File: src/rtl/stopwatch_pkg.sv
// Shared types and defaults for the stopwatch front-panel controller.
package stopwatch_pkg;

  localparam int unsigned TimeW = 6;

  typedef enum logic [1:0] {
    StIdle   = 2'd0,
    StRun    = 2'd1,
    StLap    = 2'd2,
    StPaused = 2'd3
  } sw_state_e;

endpackage

File: src/rtl/btn_conditioner.sv
// Raw button -> 2-FF synchroniser -> debounce counter -> registered rising-edge press pulse.
module btn_conditioner #(
  parameter int unsigned DEBOUNCE_CYCLES = 4
) (
  input  logic clk,
  input  logic reset,
  input  logic btn_raw,
  output logic press
);

  localparam int unsigned CntW = $clog2(DEBOUNCE_CYCLES + 1);
  localparam logic [CntW-1:0] CntMax = CntW'(DEBOUNCE_CYCLES);

  logic            sync1_q, sync2_q;
  logic            deb_q, deb_d;
  logic            press_q, press_d;
  logic [CntW-1:0] cnt_q, cnt_d;

  // Once the counter has reached its limit the level flips even if the input has just
  // dropped again, so a pulse of exactly DEBOUNCE_CYCLES cycles still counts.
  always_comb begin
    deb_d = deb_q;
    cnt_d = '0;
    if (cnt_q == CntMax) begin
      deb_d = ~deb_q;
    end else if (sync2_q != deb_q) begin
      cnt_d = cnt_q + 1'b1;
    end
    press_d = deb_d & ~deb_q;
  end

  always_ff @(posedge clk) begin
    if (reset) begin
      sync1_q <= 1'b0;
      sync2_q <= 1'b0;
      deb_q   <= 1'b0;
      cnt_q   <= '0;
      press_q <= 1'b0;
    end else begin
      sync1_q <= btn_raw;
      sync2_q <= sync1_q;
      deb_q   <= deb_d;
      cnt_q   <= cnt_d;
      press_q <= press_d;
    end
  end

  assign press = press_q;

endmodule

File: src/rtl/stopwatch_ctrl.sv
// Stopwatch front panel: conditions two buttons, sequences start/stop/clear, owns lap display.
module stopwatch_ctrl
  import stopwatch_pkg::*;
#(
  parameter int unsigned DEBOUNCE_CYCLES = 4,
  parameter int unsigned TIME_W          = TimeW
) (
  input  logic              clk,
  input  logic              reset,
  input  logic              btn_ss,
  input  logic              btn_lr,
  input  logic [TIME_W-1:0] sw_sec,
  input  logic [TIME_W-1:0] sw_min,
  output logic              sw_start,
  output logic              sw_stop,
  output logic              sw_clear,
  output logic [TIME_W-1:0] disp_sec,
  output logic [TIME_W-1:0] disp_min,
  output logic              lap_active,
  output logic [1:0]        state
);

  logic press_ss, press_lr;

  btn_conditioner #(
    .DEBOUNCE_CYCLES(DEBOUNCE_CYCLES)
  ) u_cond_ss (
    .clk    (clk),
    .reset  (reset),
    .btn_raw(btn_ss),
    .press  (press_ss)
  );

  btn_conditioner #(
    .DEBOUNCE_CYCLES(DEBOUNCE_CYCLES)
  ) u_cond_lr (
    .clk    (clk),
    .reset  (reset),
    .btn_raw(btn_lr),
    .press  (press_lr)
  );

  sw_state_e         state_q, state_d;
  logic              start_q, start_d, stop_q, stop_d, clear_q, clear_d;
  logic              lap_q, lap_d;
  logic [TIME_W-1:0] disp_sec_q, disp_sec_d, disp_min_q, disp_min_d;

  // ss wins over lr; a simultaneous lr press is simply discarded.
  always_comb begin
    state_d = state_q;
    start_d = 1'b0;
    stop_d  = 1'b0;
    clear_d = 1'b0;
    lap_d   = lap_q;
    unique case (state_q)
      StIdle: begin
        if (press_ss) begin
          start_d = 1'b1;
          state_d = StRun;
        end else if (press_lr) begin
          clear_d = 1'b1;
        end
      end
      StRun: begin
        if (press_ss) begin
          stop_d  = 1'b1;
          state_d = StPaused;
        end else if (press_lr) begin
          lap_d   = 1'b1;
          state_d = StLap;
        end
      end
      StLap: begin
        if (press_ss) begin
          stop_d  = 1'b1;
          lap_d   = 1'b0;
          state_d = StPaused;
        end else if (press_lr) begin
          lap_d   = 1'b0;
          state_d = StRun;
        end
      end
      StPaused: begin
        if (press_ss) begin
          start_d = 1'b1;
          state_d = StRun;
        end else if (press_lr) begin
          clear_d = 1'b1;
          state_d = StIdle;
        end
      end
      default: state_d = StIdle;
    endcase
    // The edge entering LAP still samples live time, which is exactly the lap latch.
    disp_sec_d = lap_q ? disp_sec_q : sw_sec;
    disp_min_d = lap_q ? disp_min_q : sw_min;
  end

  always_ff @(posedge clk) begin
    if (reset) begin
      state_q    <= StIdle;
      start_q    <= 1'b0;
      stop_q     <= 1'b0;
      clear_q    <= 1'b0;
      lap_q      <= 1'b0;
      disp_sec_q <= '0;
      disp_min_q <= '0;
    end else begin
      state_q    <= state_d;
      start_q    <= start_d;
      stop_q     <= stop_d;
      clear_q    <= clear_d;
      lap_q      <= lap_d;
      disp_sec_q <= disp_sec_d;
      disp_min_q <= disp_min_d;
    end
  end

  assign sw_start   = start_q;
  assign sw_stop    = stop_q;
  assign sw_clear   = clear_q;
  assign lap_active = lap_q;
  assign disp_sec   = disp_sec_q;
  assign disp_min   = disp_min_q;
  assign state      = state_q;

endmodule

File: config.mk
export PLATFORM = sky130hd
export DESIGN_NAME = stopwatch_ctrl
export DESIGN_NICKNAME = d
export VERILOG_FILES = /design/src/rtl/stopwatch_pkg.sv /design/src/rtl/btn_conditioner.sv /design/src/rtl/stopwatch_ctrl.sv
export SDC_FILE = /design/constraint.sdc
export NUM_CORES = 1
export LEC_CHECK = 0
export BUFFER_PORTS_ARGS = -buffer_cell sky130_fd_sc_hd__buf_2
export CAP_MARGIN = 5
export CORE_ASPECT_RATIO = 1.1
export CORE_UTILIZATION = 43
export DETAILED_ROUTE_END_ITERATION = 10
export PLACE_DENSITY = 0.75
export REMOVE_ABC_BUFFERS = 1
export SLEW_MARGIN = 20
export SYNTH_ARGS = -nofsm -noshare
export SYNTH_HDL_FRONTEND = slang
export SYNTH_SLANG_ARGS = --single-unit
File: constraint.sdc
create_clock -name clk -period 1.74 [get_ports clk]
set_clock_uncertainty 0.1 [all_clocks]
set_input_delay 0.174 -clock clk [delete_from_list [all_inputs] [get_ports clk]]
set_output_delay 0.174 -clock clk [all_outputs]
set_load 0.01 [all_outputs]
Word-level counts from Yosys, hierarchy flattened

Cells that the tools add are included.

$add $sub $neg: 2
$mul: 0
Div/mod/pow operators: 0
Magnitude comparators: 0
Equality and inequality tests: 13
Shift operators: 0
Mux-type cells: 17
Bitwise gates (word level): 8
Reductions and logical operators: 11

Operators with widths:

| cell                | count |
|---|---|
| $mux 2              | 7 |
| $ne 3x1->1 const B  | 3 |
| $reduce_or 3->1     | 3 |
| $mux 1              | 8 |
| $pmux 2 s4          | 1 |
| $reduce_and 4->1    | 2 |
| $reduce_or 2->1     | 4 |
| $add 3x1->3 const B | 2 |
| $eq 3x3->1 const B  | 2 |
| $not 1->1           | 6 |
| $eq 2x2->1 const B  | 2 |
| $ne 2x1->1 const B  | 2 |
| $and 1x1->1         | 2 |
| $eq 2x1->1 const B  | 1 |
| $logic_not 2->1     | 1 |
| $ne 1x1->1          | 2 |
| $ne 2x2->1 const B  | 1 |
| $pmux 1 s2          | 1 |
| $reduce_bool 2->1   | 1 |

Flip-flop bits (word level): 32
Bits in latches: 0
RAM bits: 0
Memory bits (read-only): 0
Output and inout port bits: 18
Word-level logic and storage cells: 68
Memories: 0

Depth between registers and ports, before layout

Depth after elaboration: 4
Mapped depth: 6
Gate-level depth less buffers: 6

By module

A second synthesis with hierarchy kept.

Cell total of the unflattened synthesis: 125
Area total of the unflattened synthesis: 1337.5 um2

By module, submodules not included:

| module          | times used | cells an instance | area each (um2) | sequential area each (um2) |
|---|---|---|---|---|
| stopwatch_ctrl  | 1          | 77                | 792.0           | 360.3 |
| btn_conditioner | 2          | 24                | 272.8           | 140.1 |

Worst setup path before layout

No wires, ideal clock.

Path type: register to register
From: register state_q[0] (netlist: state[0])
To: register state_q[1] (netlist: state[1])
Arrival time: 1.448 ns
Setup slack: 0.097 ns
Stages on the path, launching flop included: 6
Buffers on the path: 0
Clock period less this slack: 1.643 ns
Cells stage by stage: dfxtp_1 > inv_1 > ha_1 > nor4_2 > o31ai_1 > a221oi_1

Word-level cells in the longest chain between the ends: 3
Elaborated cells between the ends (all ways): 10

RTL lines:

| what                                                      | line                  | RTL |
|---|---|---|
| from (decl)                                               | stopwatch_ctrl.sv:43  | `sw_state_e state_q, state_d;` |
| from (signal assigned)                                    | stopwatch_ctrl.sv:101 | `state_q <= StIdle;` |
| from (signal assigned)                                    | stopwatch_ctrl.sv:109 | `state_q <= state_d;` |
| $eq 2x1->1 (tied with other cells)                        | stopwatch_ctrl.sv:55  | `unique case (state_q)` |
| $ne 3x1->1 (no source line) or $ne 2x1->1 (tied branches) | --                    |  |
| $reduce_and 4->1 (no source line)                         | --                    |  |

Parallel ways exist; a longest one is shown, timed or not.
A chain may end at the register's enable or synchronous reset.

Worst setup path after layout

From: register state_q[1] (netlist: state[1])
To: register state_q[1] (netlist: state[1])

The elaborated chain is that of the path after synthesis.

==> run summary <==
Status -> completed
Antenna viol nets, final -> 0
Setup TNS -> 0 ps
Worst slew pin tran -> 307 ps
Crit. path cell count -> 5
Setup crit start kind -> register
First-pass GRT wire length -> 4070 microns
Initial core utilization -> 45.9%
R2r worst-path depth -> 5
DR DRC count -> 0
Yosys cell types -> 26
Critical Path Sink Type -> register
Met3 Routed Length -> 75 microns
Register area share after synthesis -> 49.4%
DIE AREA -> 0.00324 sq mm
Crit path buf inv count -> 1
Fillers -> 242
DR pass1 iterations -> 4
Power Density -> 960 mW/mm^2
Post-Syn Instances -> 126
FF+latch count, synth -> 32
Top-area cell type share of the netlist area -> 49.4%
Worst-path fanout max -> 5
Max VDD drop -> 0.000625 V
Vias per cell -> 4.76
Routed length on met2 -> 1370 microns
Period utilization -> 98.9%
CTS H-tree depth -> 2
Area growth syn-to-layout -> 32.2%
Clk_lat worst skew -> 320 ps
Worst Hold Class -> primary input to register
DP Wirelength -> 1600 microns
Worst path arrival time -> 1840 ps
Layout cells sized above 1 -> 28.8%
CP Data Required Time -> 1860 ps
Nets -> 203
Final core occ -> 60.7%
Area contributors post-synth -> dfxtp_1 (49%), mux2i_1 (11%), ha_1 (11%)
GRT Util Overall -> 18.4%
CTS tree -> built
Slowest stage delay, CP -> 400 ps
# Max-Cap Violations -> 0
Final Max Slew Viols -> 0
Max Clk Rate -> 0.581 GHz
Vias in the first global route -> 1,004
Top delay family on crit path -> simple AND/OR/NAND/NOR gates
Cts bufs inserted -> 5
Synth warn -> 0
Final Wtd Congestion -> 0.696
Highest-delay cell along the critical path -> or3_1
I/O Buffers -> 33
Global route overflow -> 0
Final hold vios -> 0
Worst-path clk slew -> 90 ps
Die Width -> 54.4 microns
Hold Crit Depth -> 2
Place WS -> -30.0 ps
Final Total Pwr -> 1.65 mW
1st-iter DRT viols -> 18
Fin crit period -> 1720 ps
Metal-1 WL -> 1030 microns
CP Class -> register to register
Core box area -> 0.00283 sq mm
DR vias -> 1,000
Cell chain of the critical path -> inv_1 > ha_1 > nor4_4 > or3_1 > a221oi_1
Mapped Area -> 0.00130 sq mm
Mapped Avg Cell Area -> 10.3 sq um
Post-DR wirelength/cell -> 11.8 microns
Initial antenna violation count -> 0
Antenna Diode Count -> 0
Die Y -> 59.6 microns
Root Driver -> clkbuf_4
Final WL -> 2480 microns
Count of clock tree sinks -> 32
Area leader, netlist -> dfxtp_1
Leak Pwr -> 0.765 nW
Setup-failing EPs final -> 0
Max layer used -> met4
Largest net degree at the start of global routing -> 16
Worst rel slew slack -> 79.5%
Clock Path Buffers -> 2
Final WS setup -> 19.4 ps
Core Rows -> 20
Num ports -> 34
-- final timing paths --
| check | from | slack, ps | endpoint |
|---|---|---|---|
| worst max-delay path | state[1] | 20 | state[1] |
| worst min-delay path | reset | 90 | u_cond_ss.deb_q |
| worst max register to register | state[1] | 20 | state[1] |
| worst min register to register | u_cond_ss.sync1_q | 340 | u_cond_ss.sync2_q |
-- registers in the layout, indices dropped and copies added (netlist names), 2 cells and up --
signal           count
disp_min             6
disp_sec             6
state                2
u_cond_lr.cnt_q      3
u_cond_ss.cnt_q      3
-- area by class of cell --
class                      instances  area (sq um)  share of cell area [%]
clock buffer                       8          58.8                    3.43
inverter                          11          41.3                    2.41
multi-input combinational         77           608                    35.4
sequential                        32           646                    37.6
tap                               33          41.3                    2.41
timing repair buffer              49           320                    18.7
-- synth_stat cells --
library cell   n
a211o_1        1
a21oi_1        2
a221oi_1       2
and2_1         1
buf_2          1
buf_4          1
buf_6          1
clkbuf_1       3
dfxtp_1       32
ha_1          11
inv_1         11
mux2i_1       14
nand2_1        2
nand2b_1       3
nor2_1        18
nor2b_1        7
nor3_1         4
nor3b_1        2
nor3b_2        2
nor4_2         1
o21ai_0        1
o21ai_1        1
o31ai_1        1
o32ai_1        1
or3_1          1
xor2_1         2
-- repair_timing --
action / 4_1_cts / 5_1_grt
setup buffers: 0 / 0
setup endpoints to repair: 2 / 2
hold endpoints to repair: 14 / 0
pin swaps: 0 / 2
hold buffers: 14 / 0
gates resized for setup: 2 / 7
-- cells in the final DEF (no fill, tap or decap), types with 3 or more instances in the layout --
cell type / netlist / routed
nor2_1: 18 / 18
dlygate4sd3_1: 0 / 14
clkbuf_4: 0 / 5
nand2b_1: 3 / 3
buf_2: 1 / 33
inv_1: 11 / 10
nor3_1: 4 / 4
ha_1: 11 / 9
nor2b_1: 7 / 7
dfxtp_1: 32 / 30
mux2i_1: 14 / 14
-- where the power goes --
group / switching [mW] / internal (mW) / total [mW] / leakage (nW)
Clock: 0.230 / 0.199 / 0.429 / 0.0326
Sequential: 0.0340 / 0.791 / 0.825 / 0.263
Combinational: 0.199 / 0.194 / 0.393 / 0.469
-- metal layers --
metal / track usage, % / up-vias
li1: - / 516
met3: 7.69 / 2
met4: 8.79 / 0
met5: 0 / -
met2: 32.8 / 17
met1: 17.8 / 465
-- metrics by stage --
stage	hold WS, ps	cells	area, sq um
after detailed placement	290	188	1480
after floorplan	141	120	1260
after global routing	97.1	210	1720
final	93.0	210	1720
after CTS	70.0	210	1690
after global placement	283	188	1480
-- cells by family (layout without fill, tap and decap cells) --
logic type,count (synthesis),count (layout),synth area share [%]
fa+ha+maj,11,11,10.6
mux,14,14,10.8
buf+inv,17,68,5.88
flops,32,32,49.4
simple gates,41,41,17.2
xor+xnor,2,2,1.35
compound gates,9,9,4.82
Note: power is estimated with default switching activity, not from simulation.
